<file path="src/rtl/cpu_pkg.sv">
// Shared opcode encodings, flag bit positions and opcode classification
// for the 8-bit pipeline.
package cpu_pkg;

  localparam logic [4:0] OP_ADD = 5'b00000;
  localparam logic [4:0] OP_SUB = 5'b00001;
  localparam logic [4:0] OP_ADC = 5'b00010;
  localparam logic [4:0] OP_AND = 5'b00100;
  localparam logic [4:0] OP_OR  = 5'b00101;
  localparam logic [4:0] OP_XOR = 5'b00110;
  localparam logic [4:0] OP_NOT = 5'b00111;
  localparam logic [4:0] OP_SHL = 5'b01000;
  localparam logic [4:0] OP_SHR = 5'b01001;
  localparam logic [4:0] OP_ASR = 5'b01010;
  localparam logic [4:0] OP_ROL = 5'b01100;
  localparam logic [4:0] OP_ROR = 5'b01101;
  localparam logic [4:0] OP_RCL = 5'b01110;
  localparam logic [4:0] OP_RCR = 5'b01111;
  localparam logic [4:0] OP_LD  = 5'b10000;
  localparam logic [4:0] OP_ST  = 5'b10001;
  localparam logic [4:0] OP_IN  = 5'b10110;
  localparam logic [4:0] OP_INC = 5'b11001;
  localparam logic [4:0] OP_DEC = 5'b11010;
  localparam logic [4:0] OP_NEG = 5'b11011;

  localparam int unsigned FLG_P = 3;
  localparam int unsigned FLG_V = 2;
  localparam int unsigned FLG_Z = 1;
  localparam int unsigned FLG_C = 0;

  // Opcodes whose execute result is written back to the register file.
  function automatic logic is_wb_op(input logic [4:0] op);
    logic r;
    case (op) inside
      [OP_ADD:OP_ADC], [OP_AND:OP_NOT], [OP_SHL:OP_ASR], [OP_ROL:OP_RCR],
      OP_IN, [OP_INC:OP_NEG]: r = 1'b1;
      default:                r = 1'b0;
    endcase
    return r;
  endfunction

  function automatic logic is_flag_op(input logic [4:0] op);
    return is_wb_op(op);
  endfunction

endpackage

</file>
<file path="src/rtl/data_mem.sv">
// Byte-wide data memory: synchronous write, combinational read, and a
// synchronous active-low clear of the whole array.
module data_mem #(
  parameter int unsigned DM_AW = 5
) (
  input  logic             clk,
  input  logic             reset,
  input  logic             we_i,
  input  logic [DM_AW-1:0] addr_i,
  input  logic [7:0]       wdata_i,
  output logic [7:0]       rdata_o
);

  localparam int unsigned Depth = 2 ** DM_AW;

  logic [7:0] mem_q [Depth];

  always_ff @(posedge clk) begin
    if (!reset) begin
      for (int i = 0; i < Depth; i++) begin
        mem_q[i] <= 8'h00;
      end
    end else if (we_i) begin
      mem_q[addr_i] <= wdata_i;
    end
  end

  assign rdata_o = mem_q[addr_i];

endmodule

</file>
<file path="src/rtl/mem_wb_stage.sv">
// Memory/write-back stage: data-memory access, architectural flag register
// and the registered register-file write port.
module mem_wb_stage
  import cpu_pkg::*;
#(
  parameter int unsigned DM_AW = 5,
  parameter int unsigned RF_AW = 3
) (
  input  logic             clk,
  input  logic             reset,
  input  logic             valid_in,
  input  logic [4:0]       op_mem,
  input  logic [RF_AW-1:0] rd_mem,
  input  logic [7:0]       ans_ex,
  input  logic [7:0]       DM_data,
  input  logic [3:0]       flag_ex,
  output logic             rf_we,
  output logic [RF_AW-1:0] rf_waddr,
  output logic [7:0]       rf_wdata,
  output logic [3:0]       flags
);

  logic             rf_we_q, rf_we_d;
  logic [RF_AW-1:0] rf_waddr_q, rf_waddr_d;
  logic [7:0]       rf_wdata_q, rf_wdata_d;
  logic [3:0]       flags_q, flags_d;

  logic             dm_we;
  logic [DM_AW-1:0] dm_addr;
  logic [7:0]       dm_rdata;

  // Upper address bits are dropped so accesses wrap around the array.
  assign dm_addr = ans_ex[DM_AW-1:0];
  assign dm_we   = valid_in && (op_mem == OP_ST);

  data_mem #(
    .DM_AW(DM_AW)
  ) u_data_mem (
    .clk     (clk),
    .reset   (reset),
    .we_i    (dm_we),
    .addr_i  (dm_addr),
    .wdata_i (DM_data),
    .rdata_o (dm_rdata)
  );

  always_comb begin
    rf_we_d    = 1'b0;
    rf_waddr_d = rf_waddr_q;
    rf_wdata_d = rf_wdata_q;
    flags_d    = flags_q;
    if (valid_in) begin
      if (op_mem == OP_LD) begin
        rf_we_d    = 1'b1;
        rf_waddr_d = rd_mem;
        rf_wdata_d = dm_rdata;
      end else if (is_wb_op(op_mem)) begin
        rf_we_d    = 1'b1;
        rf_waddr_d = rd_mem;
        rf_wdata_d = ans_ex;
      end
      if (is_flag_op(op_mem)) begin
        flags_d = flag_ex;
      end
    end
  end

  always_ff @(posedge clk) begin
    if (!reset) begin
      rf_we_q    <= 1'b0;
      rf_waddr_q <= '0;
      rf_wdata_q <= 8'h00;
      flags_q    <= 4'h0;
    end else begin
      rf_we_q    <= rf_we_d;
      rf_waddr_q <= rf_waddr_d;
      rf_wdata_q <= rf_wdata_d;
      flags_q    <= flags_d;
    end
  end

  assign rf_we    = rf_we_q;
  assign rf_waddr = rf_waddr_q;
  assign rf_wdata = rf_wdata_q;
  assign flags    = flags_q;

endmodule

</file>
<file path="config.mk">
export PLATFORM = sky130hd
export DESIGN_NAME = mem_wb_stage
export DESIGN_NICKNAME = d
export VERILOG_FILES = /design/src/rtl/cpu_pkg.sv /design/src/rtl/data_mem.sv /design/src/rtl/mem_wb_stage.sv
export SDC_FILE = /design/constraint.sdc
export NUM_CORES = 1
export LEC_CHECK = 0
export BUFFER_PORTS_ARGS = -buffer_cell sky130_fd_sc_hd__buf_2
export CAP_MARGIN = 20
export CORE_ASPECT_RATIO = 0.7
export CORE_MARGIN = 2
export CORE_UTILIZATION = 30
export CTS_BUF_LIST = sky130_fd_sc_hd__clkbuf_2
export DETAILED_ROUTE_END_ITERATION = 10
export GPL_TIMING_DRIVEN = 1
export HOLD_SLACK_MARGIN = 0.1
export RECOVER_POWER = 50
export SETUP_SLACK_MARGIN = 0.1
export SLEW_MARGIN = 20
export SYNTH_ARGS = -nofsm -noshare
export SYNTH_HDL_FRONTEND = slang
export SYNTH_SLANG_ARGS = --single-unit
</file>
<file path="constraint.sdc">
create_clock -name clk -period 2.93 [get_ports clk]
set_input_delay 0.293 -clock clk [delete_from_list [all_inputs] [get_ports clk]]
set_output_delay 0.293 -clock clk [all_outputs]
set_load 0.01 [all_outputs]
</file>
==> After elaboration in Yosys (flattened, before gate mapping) <==
Memories as Yosys holds them, arrays and structs flattened.
Cells that the tools add are included.
{ "totals": {"ram_bits": 256, "ff_bits": 16, "mem_count": 1, "wordCells": 47} }
{ "op_classes": {"n_eq_ne": 3, "n_lt_le_gt_ge": 10, "reduce_logical": 12, "muxes": 17} }
{ "memory_table": {"columns": ["name", "words", "width", "read_ports", "rd_clocked_by_memory_dff", "wr", "line", "rtl"], "rows": [
  ["u_data_mem.mem_q", 32, 8, 1, 0, 32, "data_mem.sv:16", "logic [7:0] mem_q [Depth];"]
]} }
{ "op_table": {"columns": ["op", "n"], "rows": [
  ["two-way mux 8 bit", 3],
  ["== test 5 bit, second input constant", 3],
  ["two-way mux 1 bit", 11],
  ["greater-or-equal comparator 5 x 4 -> 1 bit, second input constant", 2],
  ["less-or-equal comparator 5 x 4 -> 1 bit, second input constant", 2],
  ["OR reduction 8 bit", 1],
  ["logical AND 1 bit", 6],
  ["two-way mux 3 bit", 2],
  ["AND reduction 2 bit", 3],
  ["OR reduction 6 bit", 1],
  ["greater-or-equal comparator 5 x 1 -> 1 bit, second input constant", 1],
  ["greater-or-equal comparator 5 x 3 -> 1 bit, second input constant", 1],
  ["greater-or-equal comparator 5 bit, second input constant", 1],
  ["less-or-equal comparator 5 x 2 -> 1 bit, second input constant", 1],
  ["less-or-equal comparator 5 x 3 -> 1 bit, second input constant", 1],
  ["less-or-equal comparator 5 bit, second input constant", 1],
  ["two-way mux 5 bit", 1],
  ["nonzero test 2 bit", 1]
]} }

==> Longest topological paths before layout <==
Gate-level depths: netlist of run 1.
{ "logic_depth": {"word_depth": 8, "depth_mapped": 9, "ltp_nobuf": 5} }

==> By module <==
Synthesis of run 1 repeated with hierarchy kept, for this count alone.
{ "hier_totals": {"cells_unflattened": 987, "area_unflattened_um2": 13028.7} }
{ "by_module_without_submodules": {"columns": ["module", "n_inst", "area_per_inst_um2", "cells_each"], "rows": [
  ["data_mem", 1, 12140.4, 892],
  ["mem_wb_stage", 1, 888.4, 95]
]} }

==> Least setup slack after synthesis of run 1 <==
No wires, ideal clock.
{ "synth_path": {"kind": "in2reg", "from": "input port op_mem[1]", "to": "memory u_data_mem.mem_q[14][0], enable pin", "arrival_time_ns": 1.931, "setup_slack_ns": 0.615, "cell_stages": 5, "path_cell_list": "nor4b_2 -> and4_1 -> nand3_1 -> clkbuf_1 -> o21ai_0"} }
{ "synth_rtl": {"columns": ["item", "line", "rtl"], "rows": [
  ["from (decl)", "mem_wb_stage.sv:12", "input logic [4:0] op_mem,"],
  ["to (decl)", "data_mem.sv:16", null]
]} }

==> Final worst setup path of run 1 <==
{ "layout_path": {"from": "memory u_data_mem.mem_q[22][0]", "to": "register rf_wdata_q[0] (netlist: rf_wdata[0])"} }
{ "layout_between": {"elab_chain_cells": 2} }
{ "layout_rtl": {"columns": ["item", "line", "rtl"], "rows": [
  ["memory (32 x 8 bit)", null, null],
  ["two-way mux 8 bit", "mem_wb_stage.sv:53", "if (op_mem == OP_LD) begin"],
  ["to (signal assigned)", "mem_wb_stage.sv:77", "rf_wdata_q <= rf_wdata_d;"],
  ["to (decl)", "mem_wb_stage.sv:25", "logic [7:0] rf_wdata_q, rf_wdata_d;"]
]} }
No other way between the ends.
A chain may end at the register's enable or synchronous reset.

==> results.toml, run 1 <==
[detailed_routing]
drcViolationCount = 0
vias = 8480
ant_nets = 0
wl_per_cell_um = 21.7
routed_wl_um = 36400
firstDrtPassIters = 5
drtIter0Drc = 962
via_per_inst = 5.06

[yosys]
syn_inst = 909
synth-seq-cells = 272
synth_largest_area_cell = "edfxtp_1"
synth-seq-area-share_pct = 62.1
yosysTopAreaCellShare_pct = 59.6
avgSynthCellArea_um2 = 14.2
yosysUniqueCellTypes = 65
netlist_area_um2 = 12900
synth_area_leaders = "edfxtp_1 (60%), and2_1 (13%), mux4_2 (6.6%), dfxtp_1 (2.5%), mux2i_1 (2.5%)"
synth_edf_count = 256
async_flop_share_pct = 0
ys_warn_count = 0
synth_fp_nets = 940
yosys_most_used_dff = "edfxtp_1"

[die]
dieArea_um2 = 44700
dieHeight_um = 178
start_util_pct = 30.4
io_pins = 47
fp.dieW_um = 252
rows = 63
core_um2 = 42400

[setup_path]
reg2regPathDepth = 7
cp_cell_sequence = "mux4_2 -> a32oi_1 -> nand2_1 -> o211ai_1 -> dlygate4sd3_1 -> o21ai_1 -> dlygate4sd3_1"
crit_end = "rf_wdata[0]"
timing.rr.end = "rf_wdata[0]"
critPathSlowestCell = "dlygate4sd3_1"
crit_arrival_ns = 3.57
end_kind = "flip-flop"
rr_startpoint = "u_data_mem.mem_q[22][0]"
critPathMaxFanout = 1
cp.required_ns = 3.75
crit_cells = 7
reg2reg_slack_ns = 0.18
cp-startpoint = "u_data_mem.mem_q[22][0]"
critPathMaxStageDelay_ns = 0.56
critPathTopFamily = "buffers and inverters"
start_kind = "flip-flop"
cp_common_cell = "dlygate4sd3_1"
critPathKind = "reg2reg"
path_buf_inv = 2

[power_and_ir_drop]
clkPwrFrac_pct = 32.8
p_leak_nw = 5.31
internal-power_w = 0.00574
powerDensity_nw_per_um2 = 524
p_seq_share_pct = 57.7
finalPower_w = 0.00782
p_sw_share_pct = 26.6
combPwrFrac_pct = 9.5
power.switching_w = 0.00208
irDropWorstVdd_uv = 194

[global_route]
overflow = 0
grt_max_degree = 41
antenna_found_initial = 4
grt_pass1_vias = 8347
grt_pass1_wl_um = 54400
grt_util_all_layers_pct = 16.6

[clocking]
htreeDepth = 3
clkTransAtPathRegs_ns = 0.11
cts.path.max_buffers = 3
cts-root-buf = "clkbuf_2"
cts.sinks = 272
clkLatencyLatePin_ns = 0.96
cts_buffers = 67
tritoncts = "yes"

[hold_path]
holdPathStages = 4
worstHoldPathType = "in2reg"
hold_start = "op_mem[4]"

[cells_and_area]
drive_gt1_share_pct = 21.2
nNetsFinal = 1103
final_util_pct = 35.2
syn2layout_area_growth_pct = 15.6
fill_cells = 4135

[placed_design]
place_hpwl_um = 24100
dp_slack_ns = 0.299
io_buffers = 46
place.gp.congestion = 0.868

[sta]
worstMarginPinSlew_ns = 1.09
fmax_ghz = 0.364
clock_skew_ns = 0.0668
relSlewSlack_pct = 27.0
hold_viol = 0
setup_tns_ns = 0
grt_setup_unrepaired = "false"
post-route-period-util_pct = 93.8
slew_viol_final = 0
setup_ws_ns = 0.182
final-setup-viol-count = 0
period_needed_ns = 2.75

[job]
drv_cap = 0

[status]
outcome = "completed"
cells in the mapped netlist (3+ instances only):
cell type  instances
mux4_1            11
nand2_1           17
buf_2              8
a21oi_1           17
buf_4              3
a32o_1             4
and3_1             5
nand2b_1           3
edfxtp_1         256
and2_1           258
o32ai_1            4
a41oi_1            3
nor2_1            37
nor3_1             3
mux4_2            38
o21ai_1            3
nor2_2             6
inv_1              5
mux2i_1           32
nand3_1           18
mux2_2             3
nor2b_1            4
a211oi_1           4
a22oi_1            6
buf_6              9
a22o_1             7
a41o_1             4
buf_12             3
dfxtp_1           16
nor3b_1            5
o21ai_0           40
clkbuf_1          36
a32oi_1            4
flip-flops by register name, indices dropped and copies added (netlist names):
register	flops
u_data_mem.mem_q	256
rf_wdata	8
flags	4
rf_waddr	3
rf_we	1
layer usage:
metal | vias up | wire [um] | global-route usage [%]
met5 | - | 13 | 0
met4 | 2 | 510 | 4.29
met1 | 4274 | 17500 | 24.5
met3 | 49 | 3520 | 5.56
met2 | 399 | 14800 | 23.2
li1 | 3756 | - | -
timing repair:
item	CTS	global route
endpoints found under the hold margin	244	0
buffers inserted	0	0
hold buffers	49	0
resized for setup	0	2
endpoints found under the setup margin	0	3
worst min path at each step:
stage	slack [ns]	to
2_1_floorplan	0.44	flags[0]
3_3_place_gp	0.46	rf_waddr[0]
3_5_place_dp	0.48	rf_waddr[2]
4_1_cts	0.14	rf_wdata[3]
5_1_grt	0.21	rf_wdata[4]
6_report	0.25	rf_wdata[3]
logic make-up (layout without fill, tap and decap cells):
| group | after synthesis | in the layout | share of synthesized area, % |
|---|---|---|---|
| AND/OR/NAND/NOR | 372 | 372 | 17.1 |
| flip-flops | 272 | 272 | 62.1 |
| AO/OA/AOI/OAI | 111 | 111 | 5.83 |
| multiplexers | 84 | 84 | 11.6 |
| buffers and inverters | 69 | 283 | 3.35 |
| XOR/XNOR | 1 | 1 | 0.0679 |
| other | 0 | 2 | 0 |
area by class of cell:
type                            instances  area, um2  area share (%)
Antenna cell                            2       5.00          0.0335
Clock buffer                          102        510            3.42
Clock inverter                         18       93.8           0.629
Inverter                                5       18.8           0.126
Multi-Input combinational cell        568       4450            29.8
Sequential cell                       272       8010            53.7
Tap cell                              552        691            4.63
Timing Repair Buffer                  158       1140            7.67
worst reg2reg max path, cell delays in order (launching register included):
cell and delay [ns]:
edfxtp_1 0.42, mux4_2 0.55, a32oi_1 0.27, nand2_1 0.11
o211ai_1 0.17, dlygate4sd3_1 0.56, o21ai_1 0.05, dlygate4sd3_1 0.55
layout by cell type, fill, tap and decap left out, types with 16 or more instances in the layout:
master / count
edfxtp_1: 256
and2_1: 169
clkbuf_2: 102
and2_0: 89
dlygate4sd3_1: 49
buf_2: 43
nor2_1: 42
o21ai_0: 40
mux4_2: 38
buf_4: 37
mux2i_1: 32
clkbuf_1: 25
nand3_1: 19
a21oi_1: 17
nand2_1: 17
dfxtp_1: 16
power by group through the flow:
| stage | Sequential, W | Clock, W | Combinational, W |
|---|---|---|---|
| global route | 0.00452 | 0.00285 | 0.000791 |
| finish | 0.00451 | 0.00256 | 0.000747 |
| global placement | 0.00459 | 0 | 0.000682 |
| floorplan | 0.00456 | 0 | 0.000418 |
| detailed placement | 0.00459 | 0 | 0.000691 |
| CTS | 0.00451 | 0.00264 | 0.000751 |
per-stage QoR:
| step | hold WS (ns) | cell area (um2) | instances |
|---|---|---|---|
| 3_3_place_gp | 0.461 | 13900 | 1506 |
| 6_report | 0.249 | 14900 | 1677 |
| 4_1_cts | 0.139 | 15000 | 1675 |
| 5_1_grt | 0.212 | 14900 | 1677 |
| 3_5_place_dp | 0.476 | 13900 | 1506 |
| 2_1_floorplan | 0.437 | 12900 | 909 |
Power figures use the tool's default switching activity.
==> inputs of run 2 (changes only) <==
--- a/config.mk
+++ b/config.mk
@@ -19,4 +19,5 @@
 export SLEW_MARGIN = 20
 export SYNTH_ARGS = -nofsm -noshare
 export SYNTH_HDL_FRONTEND = slang
+export SYNTH_HIERARCHICAL = 1
 export SYNTH_SLANG_ARGS = --single-unit
==> constraint.sdc (replaced) <==
create_clock -name clk -period 2.93 [get_ports clk]
set_input_delay 0.293 -clock clk [delete_from_list [all_inputs] [get_ports clk]]
set_output_delay 0.293 -clock clk [all_outputs]
set_load 0.05 [all_outputs]
==> run 2 against run 1 <==
Net effect: clock power about the same; clock-buffer cell count down 8; setup slack worse by 0.095 ns; hold slack worse by 0.029 ns; register-to-register slack better by 0.19 ns; fmax down 3.3%; total power up 0.23%; global-route usage down 0.52 points; die area up 0.94%; synthesized cell count up 8.6%; final area down 0.18%; first-iteration DRC count down 7.1%; largest power group unchanged; highest routed layer is now met4.
==> results.toml, run 2 <==
[placed_design]
place.gp.congestion = 0.816
place_hpwl_um = 22600
io_buffers = 46
dp_slack_ns = 0.187

[sta]
final-setup-viol-count = 0
setup_ws_ns = 0.0878
period_needed_ns = 2.84
slew_viol_final = 0
hold_viol = 0
clock_skew_ns = 0.0811
grt_setup_unrepaired = "false"
worstMarginPinSlew_ns = 0.939
setup_tns_ns = 0
relSlewSlack_pct = 37.4
fmax_ghz = 0.352
post-route-period-util_pct = 97.0

[detailed_routing]
wl_per_cell_um = 20.5
firstDrtPassIters = 6
routed_wl_um = 35400
drtIter0Drc = 894
vias = 8466
drcViolationCount = 0
ant_nets = 0
via_per_inst = 4.90

[power_and_ir_drop]
irDropWorstVdd_uv = 229
powerDensity_nw_per_um2 = 526
internal-power_w = 0.00572
p_leak_nw = 5.49
power.switching_w = 0.00212
combPwrFrac_pct = 9.9
clkPwrFrac_pct = 32.8
p_sw_share_pct = 27.1
p_seq_share_pct = 57.3

[setup_path]
crit_arrival_ns = 3.39
critPathMaxFanout = 14
cp.required_ns = 3.48
start_kind = "input pin"
reg2reg_slack_ns = 0.37
critPathKind = "in2reg"
rr_startpoint = "u_data_mem/mem_q[23][7]"
end_kind = "flip-flop"
reg2regPathDepth = 8
timing.rr.end = "rf_wdata[7]"

[die]
core_um2 = 42600
dieHeight_um = 178
fp.dieW_um = 253
io_pins = 47
rows = 63
dieArea_um2 = 45100
start_util_pct = 30.6

[cells_and_area]
final_common_cell = "edfxtp_1"
final_util_pct = 35.0
syn2layout_area_growth_pct = 14.3
nNetsFinal = 1164
final_cell_mix = "edfxtp_1 (256), and2_1 (163), mux2i_1 (143)"
drive_gt1_share_pct = 15.4
top_register = "u_data_mem/mem_q"
largest_reg_flops = 256

[global_route]
grt_util_all_layers_pct = 16.1
grt_pass1_wl_um = 53400
grt_max_degree = 43
antenna_found_initial = 3
overflow = 0
grt_pass1_vias = 8556

[hold_path]
min_to = "rf_wdata[7]"
holdPathStages = 4
hold_start = "op_mem[3]"
worstHoldPathType = "in2reg"

[clocking]
cts.path.max_buffers = 3
postCtsSetupBuffers = 0
tritoncts = "yes"
clkTransAtPathRegs_ns = 0.11
cts_buffers = 68
cts-root-buf = "clkbuf_2"
clkLatencyLatePin_ns = 0.93
htreeDepth = 3
cts.sinks = 272

[yosys]
async_flop_share_pct = 0
yosysTopAreaCellShare_pct = 59.0
ys_warn_count = 6
synth_fp_nets = 1018
synth_edf_count = 256
yosys_most_used_dff = "edfxtp_1"
synth_common_cells = "and2_1 (256), edfxtp_1 (256), mux2i_1 (143)"
yosysUniqueCellTypes = 42
synth_largest_area_cell = "edfxtp_1"
synth_area_leaders = "edfxtp_1 (59%), and2_1 (12%), mux2i_1 (11%), o22ai_1 (3.1%), dfxtp_1 (2.5%)"
synth-seq-cells = 272
netlist_area_um2 = 13000
syn_inst = 987
synth-seq-area-share_pct = 61.5
avgSynthCellArea_um2 = 13.2

[status]
outcome = "completed"

[job]
drv_cap = 0
-- run 2: changes by cell type after synthesis, moves of 9 or more --
| cell | previous run | this run |
|---|---|---|
| nor4_1 | 2 | 16 |
| mux4_1 | 11 | 0 |
| nand2_1 | 17 | 27 |
| mux2i_1 | 32 | 143 |
| nor2_1 | 37 | 11 |
| buf_2 | 8 | 27 |
| mux4_2 | 38 | 0 |
| o22ai_1 | 0 | 64 |
| o21ai_0 | 40 | 30 |
| nand3_1 | 18 | 9 |
| a21oi_1 | 17 | 1 |
-- run 2: area by class of cell --
| class | count | area (um2) |
|---|---|---|
| clock inverters | 16 | 113 |
| diodes | 2 | 5.00 |
| flip-flops and latches | 272 | 8010 |
| well taps | 552 | 691 |
| repair buffers | 153 | 1070 |
| inverters | 1 | 3.75 |
| fillers | 4205 | 27700 |
| clock buffers | 94 | 470 |
| multi-input cells | 637 | 4530 |
-- run 2: cells by family after synthesis --
logic type             synth area share [%]
AND/OR/NAND/NOR                        19.2
flip-flops                             61.5
multiplexers                           11.0
AO/OA/AOI/OAI                          5.35
buffers and inverters                  3.03
-- run 2: how the worst max path moves through the flow --
stage / start / cells after the start / endpoint / slack [ns]
4_1_cts: u_data_mem/mem_q[23][7] / 8 / rf_wdata[7] / 0.36
5_1_grt: reset / 8 / rf_wdata[2] / 0.08
2_1_floorplan: op_mem[2] / 7 / u_data_mem/mem_q[28][0] / 0.15
6_report: op_mem[2] / 9 / u_data_mem/mem_q[21][2] / 0.09
3_5_place_dp: op_mem[2] / 8 / u_data_mem/mem_q[28][3] / 0.19
3_3_place_gp: op_mem[2] / 8 / u_data_mem/mem_q[28][5] / 0.23
-- run 2: through the flow --
stage | instance area [um2] | total power [W] | cells | hold WS [ns]
2_1_floorplan | 13000 | 0.00501 | 987 | 0.435
3_3_place_gp | 14000 | 0.00529 | 1566 | 0.439
3_5_place_dp | 14000 | 0.00531 | 1566 | 0.451
4_1_cts | 15100 | 0.00792 | 1725 | 0.105
5_1_grt | 14900 | 0.00818 | 1727 | 0.195
6_report | 14900 | 0.00784 | 1727 | 0.219
-- run 2: layer usage --
layer	global-route usage, %	vias to the layer above	part of all wire, %
met1	24.3	4235	50
met5	0	-	0
li1	-	3948	-
met3	4.33	32	7.1
met4	4.66	0	1.1
met2	22.4	251	41
-- run 2: repair_timing --
item,in CTS,in global routing
resized for setup,0,0
endpoints found under the hold margin,318,0
hold buffers,49,0
-- run 2: power groups by stage --
stage | clock network (W) | registers (W) | logic [W]
finish | 0.00257 | 0.00449 | 0.000772
CTS | 0.00265 | 0.00449 | 0.000786
detailed placement | 0 | 0.00458 | 0.000731
global placement | 0 | 0.00457 | 0.000719
global route | 0.00285 | 0.00451 | 0.000821
floorplan | 0 | 0.00461 | 0.000396
-- run 2: worst max-delay path: stages --
cell and delay, ns:
dlygate4sd3_1 0.53, clkbuf_1 0.15, or4b_1 0.60, nor2_1 0.23, clkbuf_1 0.18, nand4b_1 0.15
clkbuf_1 0.45, o21ai_0 0.33, clkbuf_1 0.46
==> inputs of run 3 (changes only) <==
==> constraint.sdc (replaced) <==
create_clock -name clk -period 2.6 [get_ports clk]
set_input_delay 0.26 -clock clk [delete_from_list [all_inputs] [get_ports clk]]
set_output_delay 0.26 -clock clk [all_outputs]
set_load 0.05 [all_outputs]
==> run 3 against run 2 <==
Net effect: the flow now finishes with violations (setup timing); non-clock buffer count rose by 36; final cell count grew 2.1%; critical path depth rose by 1; combinational power up 20%; die area unchanged; largest power group unchanged; final area rose by 2.4%; clock-buffer cell count down 3; sequential share of layout area fell by 1.3 points; total power increased by 10%; critical endpoint is now rf_wdata[4]; first-iteration DRC count fell by 7.5%; clock skew rose by 0.011 ns; critical path type unchanged; clock power up 4%.
==> results.toml, run 3 (synthesized netlist as in run 2, its figures left out) <==
[detailed_routing]
firstDrtPassIters = 5
routed_wl_um = 34900
vias = 8605
via_per_inst = 4.88
wl_per_cell_um = 19.8
drtIter0Drc = 827
ant_nets = 0
drcViolationCount = 0

[hold_path]
hold_start = "ans_ex[3]"
holdPathStages = 4
min_to = "u_data_mem/mem_q[28][7]"
worstHoldPathType = "in2reg"

[global_route]
antenna_found_initial = 2
grt_util_all_layers_pct = 15.9
grt_max_degree = 36
grt_use_met1_pct = 23.8
top_usage_layer = "met1"
overflow = 0
grtUsageMet3_pct = 4.36
grt_pass1_wl_um = 52400
grt_pass1_vias = 8514
grt_use_met2_pct = 22.3

[cells_and_area]
design_area_um2 = 15300
drive_gt1_share_pct = 17.8
syn2layout_area_growth_pct = 17.1
nNetsFinal = 1200
largest_reg_flops = 256
final_util_pct = 35.8
final_cell_mix = "edfxtp_1 (256), and2_1 (157), mux2i_1 (143)"
final_common_cell = "edfxtp_1"
top_register = "u_data_mem/mem_q"
fin_cells = 1764

[clocking]
cts.sinks = 272
tritoncts = "yes"
cts.path.max_buffers = 3
htreeDepth = 3
clkLatencyLatePin_ns = 0.97
clkTransAtPathRegs_ns = 0.13
cts_buffers = 68
cts-root-buf = "clkbuf_2"

[setup_path]
start_kind = "input pin"
reg2regPathDepth = 7
critPathKind = "in2reg"
critPathMaxFanout = 7
rr_startpoint = "u_data_mem/mem_q[26][3]"
cp.required_ns = 3.48
reg2reg_slack_ns = 0.25
end_kind = "flip-flop"
crit_arrival_ns = 3.50
timing.rr.end = "rf_wdata[3]"

[sta]
period_needed_ns = 2.61
post-route-period-util_pct = 100
final-setup-viol-count = 1
worstMarginPinSlew_ns = 0.838
clock_skew_ns = 0.0918
setup_ws_ns = -0.0108
relSlewSlack_pct = 44.2
grt_setup_unrepaired = "true"
worst_hold_slack_ns = 0.309
fmax_ghz = 0.383
hold_viol = 0
slew_viol_final = 0

[placed_design]
placed_area_um2 = 14300
io_buffers = 46
dp_slack_ns = 0.0522
place_hpwl_um = 22100
placed_cells = 1582
place.gp.congestion = 0.854

[die]
core_um2 = 42600
rows = 63
io_pins = 47
dieArea_um2 = 45100
start_util_pct = 30.6
fp.dieW_um = 253
dieHeight_um = 178

[power_and_ir_drop]
powerDensity_nw_per_um2 = 567
irDropWorstVdd_uv = 268
p_leak_nw = 5.69

[status]
outcome = "complete, but fails checks"
violations = "setup timing"

[job]
drv_cap = 0
run 3: per-stage QoR:
step	setup TNS (ns)	total power, W
global placement	0	0.00599
global route	0	0.00902
CTS	0	0.00873
finish	-0.0108	0.00864
detailed placement	0	0.00601
floorplan	0	0.00565
run 3: repair_timing:
action | 4_1_cts | 5_1_grt
setup endpoints to repair | 0 | 7
resized for setup | 0 | 4
endpoints found under the hold margin | 280 | 0
hold buffers | 67 | 0
buffers inserted | 0 | 2
run 3: area by class of cell:
class,count,area [um2]
antenna,5,12.5
fill,4160,27300
tap,552,691
sequential,272,8010
multi-input combinational,637,4540
clock buffer,91,455
clock inverter,17,65.1
inverter,1,3.75
timing repair buffer,189,1470
run 3: worst max path at each step:
stage,start,slack (ns),endpoint,cells past startpoint
after floorplan,op_mem[2],0.004,u_data_mem/mem_q[29][0],5
after global placement,op_mem[3],0.06,u_data_mem/mem_q[20][3],7
after detailed placement,op_mem[3],0.05,u_data_mem/mem_q[20][2],7
after CTS,ans_ex[4],0.10,rf_wdata[5],10
after global routing,op_mem[3],0.05,u_data_mem/mem_q[11][6],9
final,op_mem[2],-0.01,rf_wdata[4],10
run 3: critical path: stages:
cell and delay (ns):
dlygate4sd3_1 0.53, clkbuf_1 0.12, buf_4 0.14, nand2_1 0.05, o31a_1 0.31, dlygate4sd3_1 0.71, nand4_1 0.14, dlygate4sd3_1 0.58
o211ai_2 0.09, dlygate4sd3_1 0.56
run 3: power breakdown:
group	internal [W]	switching, W	leakage [nW]	total [W]
Sequential	0.00499	0.0000720	2.56	0.00506
Combinational	0.000342	0.000582	2.72	0.000925
Clock	0.000932	0.00173	0.410	0.00266
run 3: layer usage:
layer,up-vias,routed length (um)
met2,296,14600
met5,-,0
met3,46,2610
met4,0,505
li1,4029,-
met1,4234,17200
